**config.mk**
```make
export PLATFORM = sky130hd
export DESIGN_NAME = multi_clock_divider
export DESIGN_NICKNAME = d
export VERILOG_FILES = /design/src/rtl/multi_clock_divider.sv
export SDC_FILE = /design/constraint.sdc
export NUM_CORES = 1
export LEC_CHECK = 0
export ABC_CLOCK_PERIOD_IN_PS = 6900
export BUFFER_PORTS_ARGS = -buffer_cell sky130_fd_sc_hd__buf_4
export CORE_MARGIN = 2
export CORE_UTILIZATION = 56
export CTS_CLUSTER_SIZE = 28
export DETAILED_ROUTE_END_ITERATION = 8
export PLACE_DENSITY = 0.76
export SLEW_MARGIN = 20
export SYNTH_ARGS = -nofsm -noshare
export SYNTH_HDL_FRONTEND = slang
export SYNTH_SLANG_ARGS = --single-unit
export TNS_END_PERCENT = 30
```
**constraint.sdc**
```tcl
create_clock -name clkIn -period 6.9 [get_ports clkIn]
set_input_delay 0.69 -clock clkIn [delete_from_list [all_inputs] [get_ports clkIn]]
set_output_delay 0.69 -clock clkIn [all_outputs]
set_load 0.01 [all_outputs]
```
**src/rtl/multi_clock_divider.sv**
```systemverilog
// Multi-channel programmable clock divider: each channel divides clkIn by a runtime
// divisor and produces a registered divided level plus a one-cycle tick strobe.
module multi_clock_divider #(
  parameter int unsigned NUM_CH      = 4,
  parameter int unsigned DIV_W       = 16,
  parameter int unsigned DEFAULT_DIV = 2,
  localparam int unsigned SEL_W      = (NUM_CH > 1) ? $clog2(NUM_CH) : 1
) (
  input  logic              clkIn,
  input  logic              reset,
  input  logic [NUM_CH-1:0] enable,
  input  logic              sync,
  input  logic              cfgWe,
  input  logic [SEL_W-1:0]  cfgSel,
  input  logic [DIV_W-1:0]  cfgDiv,
  output logic [NUM_CH-1:0] pending,
  output logic [NUM_CH-1:0] clkOut,
  output logic [NUM_CH-1:0] tick
);

  for (genvar i = 0; i < NUM_CH; i++) begin : g_ch
    logic [DIV_W-1:0] cnt;
    logic [DIV_W-1:0] act;
    logic [DIV_W-1:0] shd;
    logic             pend;
    logic             clk_q;
    logic             tick_q;

    logic             wr;
    logic             boundary;
    logic             apply;
    logic [DIV_W-1:0] act_nx;
    logic [DIV_W-1:0] cnt_nx;
    logic [DIV_W:0]   half_nx;

    always_comb begin
      wr = cfgWe && (cfgSel == SEL_W'(i));
      // A stopped channel (act==0) has no wrap to wait for, so a pending divisor
      // counts as a boundary on its own; cnt>=act-1 also recovers an out-of-range cnt.
      if (act == '0) boundary = pend;
      else           boundary = sync || (cnt >= act - 1'b1);
      apply   = boundary && pend;
      act_nx  = apply ? shd : act;
      if (boundary || act == '0) cnt_nx = '0;
      else                       cnt_nx = cnt + 1'b1;
      half_nx = ({1'b0, act_nx} + 1'b1) >> 1;
    end

    always_ff @(posedge clkIn or posedge reset) begin
      if (reset) begin
        cnt    <= '0;
        act    <= DIV_W'(DEFAULT_DIV);
        shd    <= DIV_W'(DEFAULT_DIV);
        pend   <= 1'b0;
        clk_q  <= 1'b0;
        tick_q <= 1'b0;
      end else begin
        if (enable[i]) begin
          cnt    <= cnt_nx;
          act    <= act_nx;
          clk_q  <= (act_nx != '0) && ({1'b0, cnt_nx} < half_nx);
          tick_q <= (act_nx != '0) && boundary;
          if (apply) pend <= 1'b0;
        end else begin
          tick_q <= 1'b0;
        end
        // A write on a boundary edge stays pending for the next boundary.
        if (wr) begin
          shd  <= cfgDiv;
          pend <= 1'b1;
        end
      end
    end

    assign pending[i] = pend;
    assign clkOut[i]  = clk_q;
    assign tick[i]    = tick_q;
  end

endmodule
```
==> impl_metrics.yaml <==
routing:
  via_per_inst: 6.09
  vias: 12700
  wirelength_um: 37700
  drc: 0
  wl_per_cell_um: 18.1
  drtIter0Drc: 905
  dr.pass1.iters: 5
  postRouteAntennaNets: 0
yosys:
  synth.cell_area_um2: 15900
  synth-seq-cells: 204
  synth.distinct_cells: 81
  synthCells: 1696
  yosysSeqAreaShare_pct: 32.2
  yosysWarningCount: 0
  async_flop_share_pct: 100
  syn_area_per_cell_um2: 9.36
  synth-main-ff-cell: "dfrtp_1"
  syn_nets: 1862
  synth-edff-count: 0
global_route:
  grt_max_degree: 127
  antenna_found_initial: 1
  grt.total_usage_pct: 25.6
  grt_pass1_wl_um: 61400
  overflow: 0
  grt_pass1_vias: 12300
placed_design:
  gp_congestion: 0.879
  placed_cell_area_um2: 16300
  place_hpwl_um: 28100
  portBuffers: 37
timing:
  finClkSkew_ns: 0.0133
  worst_pin_slew_ns: 0.993
  drv_slew: 0
  final_hold_viol_count: 0
  rsz0062_at_grt: "no"
  fin_crit_sh_pct: 93.9
  slew_headroom_pct: 33.3
  setup_viol: 0
  fmax_mhz: 154
  fin_hold_ws_ns: 0.352
  tns_ns: 0
  layout_min_cycle_time_ns: 6.48
worst_setup_path:
  worst_ep_arrival_time_ns: 6.94
  worstSetupEndpointType: "flip-flop"
  cp.required_ns: 7.36
  startpoint: "g_ch[0].act[5]$_DFFE_PP0P_"
  timing.rr.start: "g_ch[0].act[5]$_DFFE_PP0P_"
  cpPeakStageDelay_ns: 0.65
  cp_max_fo: 10
  cp_slowest_cell: "or4_1"
  crit_type: "flip-flop to flip-flop"
  startpoint_type: "flip-flop"
layout:
  final_util_pct: 61.6
  final_area_um2: 17200
  nNetsFinal: 1849
  drive_gt1_share_pct: 16.6
  synthToLayoutAreaGrowth_pct: 8.15
floorplanning:
  core_area_um2: 27900
  die_x_um: 172
  die_y_um: 172
  die-area_um2: 29700
  pin_count: 38
  initial_core_util_pct: 57.0
  rows: 61
clock_network:
  cts_max_level: 1
  tritoncts: "done"
  clkTransAtPathRegs_ns: 0.06
  cts_max_path_buffers: 3
  numCtsBuffers: 24
  clk-insertion-delay-late_ns: 0.53
  cts_hold_buf: 0
  clock-root-buffer: "clkbuf_16"
  cts.sinks: 204
job:
  max-cap-violations: 0
power:
  cellPowerDensity_nw_per_um2: 293
  total_power_w: 0.00502
  leakagePower_nw: 7.69
  ir_drop_mv: 0.182
hold_path:
  hold_class: "primary input to async pin"
run_status:
  status: "complete, no violations"
## worst max-delay path: cells and delay by family (launching register included)
family	cells	cell delay (ns)
DFF	1	0.44
xor gates and xnor gates	2	0.28
and+or+nand+nor	11	2.57
adders and majority gates	3	0.85
buffers and inverters	2	0.26
muxes	1	0.20
AOI/OAI and AO/OA	10	1.81
## layout by cell type, fill, tap and decap left out, types with 10 or more instances in the layout
master	n
xor2_1	81
or3_1	10
a21o_1	22
nand2b_1	17
nand2_1	110
mux2i_1	39
clkbuf_16	24
nand3_1	98
mux2_2	147
nor2_1	152
a211oi_1	10
xnor2_1	109
nor4_1	24
nor3_1	29
and3_1	48
ha_1	140
nand4_1	38
buf_4	46
and2_1	12
dfrtp_1	196
inv_1	42
o21ai_0	64
a21oi_1	75
nor2b_1	17
## layer usage
layer,vias to the layer above,track usage [%],wire length (µm)
met1,6182,34.3,16900
li1,6049,-,-
met4,0,8.55,1120
met2,350,42.6,17900
met5,-,0,0
met3,85,3.59,1790
## state kept, by name, indices dropped and copies added, names as in the netlist
| name | cells |
|---|---|
| g_ch.shd | 64 |
| g_ch.act | 64 |
| g_ch.tick_q | 4 |
| g_ch.clk_q | 4 |
| g_ch.pend | 4 |
| g_ch.cnt | 64 |
## cells in the mapped netlist, types with 3 or more instances
cell / number / area (µm²)
clkbuf_1: 51 / 191
xor2_1: 81 / 709
mux2_2: 147 / 1660
ha_1: 140 / 1750
and2_1: 12 / 75.1
o21a_1: 5 / 37.5
inv_1: 43 / 161
mux2i_1: 40 / 400
and3_1: 48 / 300
nor4_1: 24 / 150
a21oi_1: 75 / 375
nor3b_1: 3 / 22.5
buf_4: 15 / 113
dfstp_2: 8 / 210
o211ai_1: 5 / 37.5
buf_2: 13 / 65.1
a2111oi_0: 3 / 26.3
nor2b_1: 17 / 106
nand3_1: 98 / 490
o31ai_1: 4 / 30.0
or4_4: 3 / 33.8
buf_1: 4 / 15.0
dfrtp_1: 196 / 4900
a31oi_1: 4 / 25.0
nand4_1: 38 / 238
and4_1: 8 / 70.1
nor2_1: 152 / 571
or2_2: 4 / 25.0
nor3_1: 31 / 155
a21o_1: 22 / 165
a31o_2: 4 / 35.0
or3_1: 11 / 68.8
xnor2_1: 109 / 955
or4_1: 8 / 60.1
o2bb2ai_1: 5 / 43.8
nand3b_1: 4 / 30.0
mux2_4: 8 / 120
a211oi_1: 10 / 75.1
mux2_1: 7 / 78.8
nand2_1: 110 / 413
nand2b_1: 17 / 106
o21ai_0: 65 / 325
## cell type report
class                           instances  area, µm²
Antenna cell                            1       2.50
Clock buffer                           33        674
Clock inverter                         10        125
Fill cell                            2372      10700
Inverter                               43        169
Multi-Input combinational cell       1363      10200
Sequential cell                       204       5110
Tap cell                              378        473
Timing Repair Buffer                   47        373
## metrics by stage
stage | cells | setup WS, ns
2_1_floorplan | 1696 | 0.656
3_3_place_gp | 2033 | 0.518
3_5_place_dp | 2033 | -0.0223
4_1_cts | 2076 | 0.0810
5_1_grt | 2079 | 0.0365
6_report | 2079 | 0.419
## report_power, final
part / internal (W) / switching [W]
sequential: 0.00146 / 0.000510
combinational: 0.000876 / 0.000895
clock: 0.000760 / 0.000520
## logic make-up after synthesis
logic type                 share of synthesized area (%)
and+or+nand+nor                                     19.4
AOI/OAI and AO/OA                                   9.06
DFF                                                 32.2
muxes                                               14.2
xor gates and xnor gates                            10.5
adders and majority gates                           11.0
buffers and inverters                               3.61
## what timing repair did
item,CTS,global route
pin swaps,0,1
endpoints found under the setup margin,1,2
setup buffers,0,1
resized for setup,1,7
## worst paths after layout
kind                       cells past startpoint  slack [ns]                           to
max                                           29        0.42    g_ch[0].clk_q$_DFFE_PP0P_
min                                            2        0.35  g_ch[3].cnt[13]$_DFFE_PP0P_
max reg2reg                                   29        0.42    g_ch[0].clk_q$_DFFE_PP0P_
min reg2reg                                    1        0.49    g_ch[1].clk_q$_DFFE_PP0P_
max in group asynchronous                      4        5.22   g_ch[0].act[1]$_DFFE_PP1P_
min in group clkIn                             2        0.45  g_ch[1].shd[14]$_DFFE_PP0P_
(Power assumes the default switching activity.)
